File: src/rtl/wb_arb2_master_if.sv
// Wishbone pipelined bus bundle between the two-port arbiter (master) and a slave.
interface wb_arb2_master_if #(
  parameter int unsigned AW = 8
);

  logic          wb_cyc_o;
  logic          wb_stb_o;
  logic          wb_we_o;
  logic [3:0]    wb_sel_o;
  logic [AW-1:0] wb_adr_o;
  logic [31:0]   wb_dat_o;
  logic          wb_ack_i;
  logic          wb_err_i;
  logic          wb_stall_i;
  logic [31:0]   wb_dat_i;

  modport master (
    output wb_cyc_o, wb_stb_o, wb_we_o, wb_sel_o, wb_adr_o, wb_dat_o,
    input  wb_ack_i, wb_err_i, wb_stall_i, wb_dat_i
  );

  modport slave (
    input  wb_cyc_o, wb_stb_o, wb_we_o, wb_sel_o, wb_adr_o, wb_dat_o,
    output wb_ack_i, wb_err_i, wb_stall_i, wb_dat_i
  );

endinterface

File: src/rtl/wb_arb2_master.sv
// Two-requester round-robin arbiter driving a single Wishbone pipelined master
// port, one transaction at a time, with a per-transaction cycle timeout.
module wb_arb2_master #(
  parameter int unsigned AW      = 8,
  parameter int unsigned TIMEOUT = 255
) (
  input  logic                  clk_i,
  input  logic                  rst_i,
  input  logic                  m0_req_i,
  input  logic                  m0_we_i,
  input  logic [AW-1:0]         m0_adr_i,
  input  logic [31:0]           m0_dat_i,
  output logic                  m0_ack_o,
  output logic                  m0_err_o,
  output logic [31:0]           m0_dat_o,
  input  logic                  m1_req_i,
  input  logic                  m1_we_i,
  input  logic [AW-1:0]         m1_adr_i,
  input  logic [31:0]           m1_dat_i,
  output logic                  m1_ack_o,
  output logic                  m1_err_o,
  output logic [31:0]           m1_dat_o,
  wb_arb2_master_if.master      wb
);

  localparam int unsigned DW = 32;
  localparam int unsigned CW = 16;

  typedef enum logic [1:0] {
    IDLE = 2'd0,
    ADDR = 2'd1,
    DATA = 2'd2
  } state_e;

  state_e        state_q, state_d;
  logic          p0_q, p0_d;
  logic          p1_q, p1_d;
  logic          last_q, last_d;
  logic          gnt_q, gnt_d;
  logic [CW-1:0] cnt_q, cnt_d;
  logic          cyc_q, cyc_d;
  logic          stb_q, stb_d;
  logic          we_q, we_d;
  logic [AW-1:0] adr_q, adr_d;
  logic [DW-1:0] dat_q, dat_d;
  logic          ack0_q, ack0_d;
  logic          ack1_q, ack1_d;
  logic          err0_q, err0_d;
  logic          err1_q, err1_d;
  logic [DW-1:0] rdat0_q, rdat0_d;
  logic [DW-1:0] rdat1_q, rdat1_d;

  logic          pick;
  logic          tmo;
  logic          done;
  logic          fail;

  // Round-robin pick: on a tie the port not granted last wins, else the lone requester.
  assign pick = (p0_q && p1_q) ? ~last_q : p1_q;

  // Termination conditions; err wins over ack, timeout only counts when the slave is silent.
  assign tmo  = (cnt_q == CW'(TIMEOUT - 1));
  assign done = wb.wb_ack_i | wb.wb_err_i | tmo;
  assign fail = wb.wb_err_i | (tmo & ~wb.wb_ack_i);

  // Next-state and next-output logic for the bus FSM and requester pending bits.
  always_comb begin
    state_d = state_q;
    p0_d    = p0_q | m0_req_i;
    p1_d    = p1_q | m1_req_i;
    last_d  = last_q;
    gnt_d   = gnt_q;
    cnt_d   = cnt_q;
    cyc_d   = cyc_q;
    stb_d   = stb_q;
    we_d    = we_q;
    adr_d   = adr_q;
    dat_d   = dat_q;
    ack0_d  = 1'b0;
    ack1_d  = 1'b0;
    err0_d  = 1'b0;
    err1_d  = 1'b0;
    rdat0_d = rdat0_q;
    rdat1_d = rdat1_q;

    case (state_q)
      IDLE: begin
        if (p0_q || p1_q) begin
          state_d = ADDR;
          gnt_d   = pick;
          last_d  = pick;
          cnt_d   = '0;
          cyc_d   = 1'b1;
          stb_d   = 1'b1;
          we_d    = pick ? m1_we_i  : m0_we_i;
          adr_d   = pick ? m1_adr_i : m0_adr_i;
          dat_d   = pick ? m1_dat_i : m0_dat_i;
        end
      end

      ADDR, DATA: begin
        if (done) begin
          state_d = IDLE;
          cyc_d   = 1'b0;
          stb_d   = 1'b0;
          if (gnt_q) begin
            p1_d = 1'b0;
            if (fail) begin
              err1_d = 1'b1;
            end else begin
              ack1_d = 1'b1;
              if (!we_q) rdat1_d = wb.wb_dat_i;
            end
          end else begin
            p0_d = 1'b0;
            if (fail) begin
              err0_d = 1'b1;
            end else begin
              ack0_d = 1'b1;
              if (!we_q) rdat0_d = wb.wb_dat_i;
            end
          end
        end else begin
          cnt_d = cnt_q + CW'(1);
          if (state_q == ADDR && !wb.wb_stall_i) begin
            state_d = DATA;
            stb_d   = 1'b0;
          end
        end
      end

      default: begin
        state_d = IDLE;
        cyc_d   = 1'b0;
        stb_d   = 1'b0;
      end
    endcase
  end

  // FSM state register.
  always_ff @(posedge clk_i) begin
    if (rst_i) state_q <= IDLE;
    else       state_q <= state_d;
  end

  // Arbitration, counter, bus output and requester response registers.
  always_ff @(posedge clk_i) begin
    if (rst_i) begin
      p0_q    <= 1'b0;
      p1_q    <= 1'b0;
      last_q  <= 1'b1;
      gnt_q   <= 1'b0;
      cnt_q   <= '0;
      cyc_q   <= 1'b0;
      stb_q   <= 1'b0;
      we_q    <= 1'b0;
      adr_q   <= '0;
      dat_q   <= '0;
      ack0_q  <= 1'b0;
      ack1_q  <= 1'b0;
      err0_q  <= 1'b0;
      err1_q  <= 1'b0;
      rdat0_q <= '0;
      rdat1_q <= '0;
    end else begin
      p0_q    <= p0_d;
      p1_q    <= p1_d;
      last_q  <= last_d;
      gnt_q   <= gnt_d;
      cnt_q   <= cnt_d;
      cyc_q   <= cyc_d;
      stb_q   <= stb_d;
      we_q    <= we_d;
      adr_q   <= adr_d;
      dat_q   <= dat_d;
      ack0_q  <= ack0_d;
      ack1_q  <= ack1_d;
      err0_q  <= err0_d;
      err1_q  <= err1_d;
      rdat0_q <= rdat0_d;
      rdat1_q <= rdat1_d;
    end
  end

  assign wb.wb_cyc_o = cyc_q;
  assign wb.wb_stb_o = stb_q;
  assign wb.wb_we_o  = we_q;
  assign wb.wb_sel_o = 4'b1111;
  assign wb.wb_adr_o = adr_q;
  assign wb.wb_dat_o = dat_q;

  assign m0_ack_o = ack0_q;
  assign m0_err_o = err0_q;
  assign m0_dat_o = rdat0_q;
  assign m1_ack_o = ack1_q;
  assign m1_err_o = err1_q;
  assign m1_dat_o = rdat1_q;

endmodule

File: src/flat_wrapper.sv
// flat-port wrapper written by rule: the top's interface ports become plain ports
module wb_arb2_master_flat 
#(
  parameter int unsigned AW      = 8,
  parameter int unsigned TIMEOUT = 255
)
  (clk_i, rst_i, m0_req_i, m0_we_i, m0_adr_i, m0_dat_i, m0_ack_o, m0_err_o, m0_dat_o, m1_req_i, m1_we_i, m1_adr_i, m1_dat_i, m1_ack_o, m1_err_o, m1_dat_o, wb_wb_cyc_o, wb_wb_stb_o, wb_wb_we_o, wb_wb_sel_o, wb_wb_adr_o, wb_wb_dat_o, wb_wb_ack_i, wb_wb_err_i, wb_wb_stall_i, wb_wb_dat_i);
  wb_arb2_master_if #(.AW(AW)) wb_i ();
  input  logic clk_i;
  input  logic rst_i;
  input  logic m0_req_i;
  input  logic m0_we_i;
  input  logic [AW-1:0] m0_adr_i;
  input  logic [31:0] m0_dat_i;
  output logic m0_ack_o;
  output logic m0_err_o;
  output logic [31:0] m0_dat_o;
  input  logic m1_req_i;
  input  logic m1_we_i;
  input  logic [AW-1:0] m1_adr_i;
  input  logic [31:0] m1_dat_i;
  output logic m1_ack_o;
  output logic m1_err_o;
  output logic [31:0] m1_dat_o;
  output wire logic [$bits(wb_i.wb_cyc_o)-1:0] wb_wb_cyc_o;
  output wire logic [$bits(wb_i.wb_stb_o)-1:0] wb_wb_stb_o;
  output wire logic [$bits(wb_i.wb_we_o)-1:0] wb_wb_we_o;
  output wire logic [$bits(wb_i.wb_sel_o)-1:0] wb_wb_sel_o;
  output wire logic [$bits(wb_i.wb_adr_o)-1:0] wb_wb_adr_o;
  output wire logic [$bits(wb_i.wb_dat_o)-1:0] wb_wb_dat_o;
  input wire logic [$bits(wb_i.wb_ack_i)-1:0] wb_wb_ack_i;
  input wire logic [$bits(wb_i.wb_err_i)-1:0] wb_wb_err_i;
  input wire logic [$bits(wb_i.wb_stall_i)-1:0] wb_wb_stall_i;
  input wire logic [$bits(wb_i.wb_dat_i)-1:0] wb_wb_dat_i;
  assign wb_wb_cyc_o = wb_i.wb_cyc_o;
  assign wb_wb_stb_o = wb_i.wb_stb_o;
  assign wb_wb_we_o = wb_i.wb_we_o;
  assign wb_wb_sel_o = wb_i.wb_sel_o;
  assign wb_wb_adr_o = wb_i.wb_adr_o;
  assign wb_wb_dat_o = wb_i.wb_dat_o;
  assign wb_i.wb_ack_i = wb_wb_ack_i;
  assign wb_i.wb_err_i = wb_wb_err_i;
  assign wb_i.wb_stall_i = wb_wb_stall_i;
  assign wb_i.wb_dat_i = wb_wb_dat_i;
  wb_arb2_master #(.AW(AW), .TIMEOUT(TIMEOUT)) u_core (.clk_i(clk_i), .rst_i(rst_i), .m0_req_i(m0_req_i), .m0_we_i(m0_we_i), .m0_adr_i(m0_adr_i), .m0_dat_i(m0_dat_i), .m0_ack_o(m0_ack_o), .m0_err_o(m0_err_o), .m0_dat_o(m0_dat_o), .m1_req_i(m1_req_i), .m1_we_i(m1_we_i), .m1_adr_i(m1_adr_i), .m1_dat_i(m1_dat_i), .m1_ack_o(m1_ack_o), .m1_err_o(m1_err_o), .m1_dat_o(m1_dat_o), .wb(wb_i));
endmodule
File: config.mk
export PLATFORM = sky130hd
export DESIGN_NAME = wb_arb2_master_flat
export DESIGN_NICKNAME = d
export VERILOG_FILES = /design/src/rtl/wb_arb2_master_if.sv /design/src/rtl/wb_arb2_master.sv /design/src/flat_wrapper.sv
export SDC_FILE = /design/constraint.sdc
export NUM_CORES = 1
export LEC_CHECK = 0
export CORE_ASPECT_RATIO = 1.1
export CORE_MARGIN = 2
export CORE_UTILIZATION = 33
export CTS_CLUSTER_DIAMETER = 40
export DETAILED_ROUTE_END_ITERATION = 10
export SYNTH_ARGS = -nofsm -noshare
export SYNTH_HDL_FRONTEND = slang
export SYNTH_SLANG_ARGS = --single-unit
File: constraint.sdc
create_clock -name clk_i -period 5.9 [get_ports clk_i]
set_input_delay 0.59 -clock clk_i [delete_from_list [all_inputs] [get_ports clk_i]]
set_output_delay 0.59 -clock clk_i [all_outputs]
set_load 0.02 [all_outputs]
==> Flow_metrics.wiki <==
{| class="wikitable"
! Metric !! Value
|-
| Setup WS post-layout || 2.867 ns
|-
| Worst hold path type || reg2reg
|-
| Setup violations, final || 0
|-
| First-pass GRT wire length || 26680 um
|-
| Share of post-route cells with drive strength above 1 || 5.196%
|-
| Count of TritonRoute iterations in the first routing pass || 4
|-
| Predominant post-synthesis flop cell || dfxtp_1
|-
| Number of antenna violations at the first check in global routing || 0
|-
| Worst flop-to-flop path endpoint || u_core.m1_dat_o[19]$_SDFFE_PP0P_
|-
| Residual overflow from global routing || 0
|-
| Crit. Startpoint || u_core.state_q[0]$_SDFFE_PP0P_
|-
| Antenna diode count || 0
|-
| First-iteration detailed-routing DRC count || 184
|-
| Wire per inst || 15.77 um
|-
| H-tree lvl count || 4
|-
| Maxcap violations || 0
|-
| Required time of the critical path || 6.24 ns
|-
| Critical path peak fanout || 32
|-
| Final period demand of the worst path || 3.033 ns
|-
| Dpl ws || 2.823 ns
|-
| Antenna Violating Nets Remaining || 0
|-
| Final weighted congestion of routability-driven global placement || 0.8256
|-
| Critical path class || reg2reg
|-
| TritonCTS clock tree || done
|-
| EDFF count, synth || 0
|-
| Initial standard-cell utilization of the core || 33.78%
|-
| Layout overhead on the synthesized area || 54.27%
|-
| Flops & latches, synth || 132
|-
| Static leakage power || 2.940 nW
|-
| Die extent in x || 127.4 um
|-
| Max Freq || 329.7 MHz
|-
| Status || finished, final reports clean
|-
| Overall routed net length || 16870 um
|-
| Pins Over Slew Limit || 0
|-
| DRC violation count after routing || 0
|-
| Number of setup buffers added after CTS || 0
|-
| Number of global-route vias before repair || 5324
|-
| Clk pin slew, worst setup/hold paths || 0.06 ns
|-
| Fraction of registers with async set/reset || 0%
|-
| Largest vdd supply drop || 0.1976 mV
|-
| Fin. Hold Viols || 0
|-
| Count of pins on the block boundary || 236
|-
| Area of the mapped netlist || 5529 um^2
|-
| Sequential element share of the synthesized area || 47.79%
|-
| Unrepaired setup endpoints after global routing || no
|-
| Largest net degree at the start of global routing || 83
|-
| Max_slew headroom || 13.91%
|-
| Port Buf Inserts || 231
|-
| Setup TNS || 0 ns
|-
| Area of the placeable core || 16370 um^2
|-
| Total Die Area || 17810 um^2
|-
| Count of fill cells added during filler insertion || 1552
|-
| R2R Path Start || u_core.state_q[0]$_SDFFE_PP0P_
|-
| Worst setup SP type || flip-flop
|-
| Y dimension of the die || 139.8 um
|-
| CTS buffer count || 17
|-
| Yosys synthesis warning count || 0
|-
| Transition time at the pin with the least slew margin || 1.291 ns
|-
| Cell Pwr Density || 302.7 nW/um^2
|-
| Arrival time of the worst setup path || 3.37 ns
|-
| Worst setup EP type || flip-flop
|-
| Register-to-register setup slack || 2.87 ns
|-
| Number of rows in the core area || 49
|-
| Worst reg2reg path depth || 6
|-
| Post-cts hold buffer count || 0
|-
| Via density per instance || 5.104
|-
| Detail Placement HPWL || 12010 um
|-
| GRT Resource Usage Total || 18.80%
|-
| Post-cts gate resize count || 0
|-
| Final setup skew || 0.006784 ns
|-
| Cell at the root of the clock tree || clkbuf_16
|-
| Skew-Pair Late Insertion Delay || 0.42 ns
|-
| Final period util || 51.40%
|-
| Average size of a mapped cell || 8.467 um^2
|-
| Final #Nets || 980
|-
| Count of different cell masters after synthesis || 50
|-
| Clock sink total || 132
|-
| CTS Buffer Depth || 2
|-
| Vias || 5461
|-
| Final Total Pwr || 2.582 mW
|-
| Post-Synthesis Cells || 653
|-
| Endpoint of the worst setup timing path || u_core.m1_dat_o[19]$_SDFFE_PP0P_
|}
==> flip-flops by register name, summed over array words and instances (netlist names) <==
| register | flops |
|---|---|
| u_core.m0_dat_o | 32 |
| u_core.wb.wb_cyc_o | 1 |
| u_core.m1_err_o | 1 |
| u_core.p1_q | 1 |
| u_core.p0_q | 1 |
| u_core.m1_ack_o | 1 |
| u_core.cnt_q | 16 |
| u_core.wb.wb_adr_o | 8 |
| u_core.m0_ack_o | 1 |
| u_core.m0_err_o | 1 |
| u_core.last_q | 1 |
| u_core.state_q | 2 |
| u_core.m1_dat_o | 32 |
| u_core.wb.wb_we_o | 1 |
| u_core.gnt_q | 1 |
| u_core.wb.wb_dat_o | 32 |
==> cell type report <==
cell class                      count  area, um^2  share of cell area, %
Sequential cell                   132        2643                  30.98
Multi-Input combinational cell    458        2641                  30.97
Timing Repair Buffer              234        2332                  27.34
Tap cell                          204       255.2                  2.993
Clock buffer                       21       470.5                  5.516
Clock inverter                     11       150.1                  1.760
Inverter                           10       37.54                 0.4401
==> routing by layer <==
metal | up-vias | share of wire, % | routed length, um | GRT usage [%]
li1 | 2691 | - | - | -
met4 | 0 | 2.9 | 484 | 8.733
met1 | 2499 | 42 | 7049 | 22.40
met2 | 239 | 45 | 7603 | 30.00
met5 | - | 0 | 0 | 0
met3 | 32 | 10 | 1734 | 6.959
==> power by group <==
group	internal, mW	switching [mW]
Clock	0.699	0.393
Sequential	0.951	0.0373
Combinational	0.240	0.261
==> synthesized netlist by cell type (7+ instances only) <==
master    count  area share, %
nand2_1     146            9.9
dfxtp_1     132             48
a21oi_1      71            6.4
nor2_1       49            3.3
mux2i_1      42            7.6
a211oi_1     41            5.6
clkbuf_1     41            2.8
a31oi_1      13            1.5
nand4_1      12            1.4
inv_1        10           0.68
buf_2         7           0.63
nor3_1        7           0.63
o211ai_1      7           0.95
or4_1         7           0.95
==> cell usage in the layout, fill, tap and decap left out, drive strengths merged, types with 2 or more instances in the layout <==
master	synthesis	routed
or3	2	2
inv	10	11
nor4b	2	2
nor3	7	7
nor2b	2	2
nor4	4	4
clkinvlp	0	5
a21oi	71	71
nand4	12	12
dfxtp	132	132
clkinv	0	2
o21ai	2	2
conb	1	4
buf	15	4
o221a	2	2
nand2	146	146
and2	3	3
clkbuf	41	21
and3	2	2
ha	6	6
mux2i	42	42
and4	4	4
clkdlybuf4s50	0	230
nor2	49	49
a31oi	13	13
or4	7	7
nand3	4	4
nor3b	2	2
o211ai	7	7
or2	3	3
a211oi	41	41
a311oi	2	2
bufinv	0	3
o311ai	3	3
==> how the worst min path moves through the flow <==
stage,start,end,cells after the start
floorplan,u_core.cnt_q[7]$_SDFFE_PP0P_,u_core.cnt_q[7]$_SDFFE_PP0P_,2
global placement,u_core.m1_dat_o[20]$_SDFFE_PP0P_,u_core.m1_dat_o[20]$_SDFFE_PP0P_,2
detailed placement,u_core.m0_dat_o[5]$_SDFFE_PP0P_,u_core.m0_dat_o[5]$_SDFFE_PP0P_,2
CTS,u_core.m0_dat_o[5]$_SDFFE_PP0P_,u_core.m0_dat_o[5]$_SDFFE_PP0P_,2
global route,u_core.m1_dat_o[11]$_SDFFE_PP0P_,u_core.m1_dat_o[11]$_SDFFE_PP0P_,2
finish,u_core.m1_dat_o[30]$_SDFFE_PP0P_,u_core.m1_dat_o[30]$_SDFFE_PP0P_,2
==> metrics by stage <==
stage          hold slack [ns]  cells  cell area (um^2)  utilization [%]
2_1_floorplan           0.4653    656              5540                -
3_3_place_gp            0.4431   1038              7909            48.31
3_5_place_dp            0.4470   1038              7909            48.31
4_1_cts                 0.4548   1070              8529            52.11
5_1_grt                 0.4755   1070              8529            52.11
6_report                0.4533   1070              8529            52.11
==> worst max-delay path: stages (launching register included) <==
cell and delay [ns]:
dfxtp_1 0.41, inv_1 0.09, ha_1 0.76, and4bb_2 0.36, and2_1 1.00, nand2_1 0.13, a21oi_1 0.19
==> cell families after synthesis <==
group           after synthesis  share of synthesized area, %
other cells                   1                       0.06782
mux                          43                         7.807
flops                       132                         47.79
compound gates              151                         17.38
simple gates                254                         20.62
buf+inv                      66                         4.979
fa+ha+maj                     6                         1.358
Note: power is estimated with default switching activity, not from simulation.
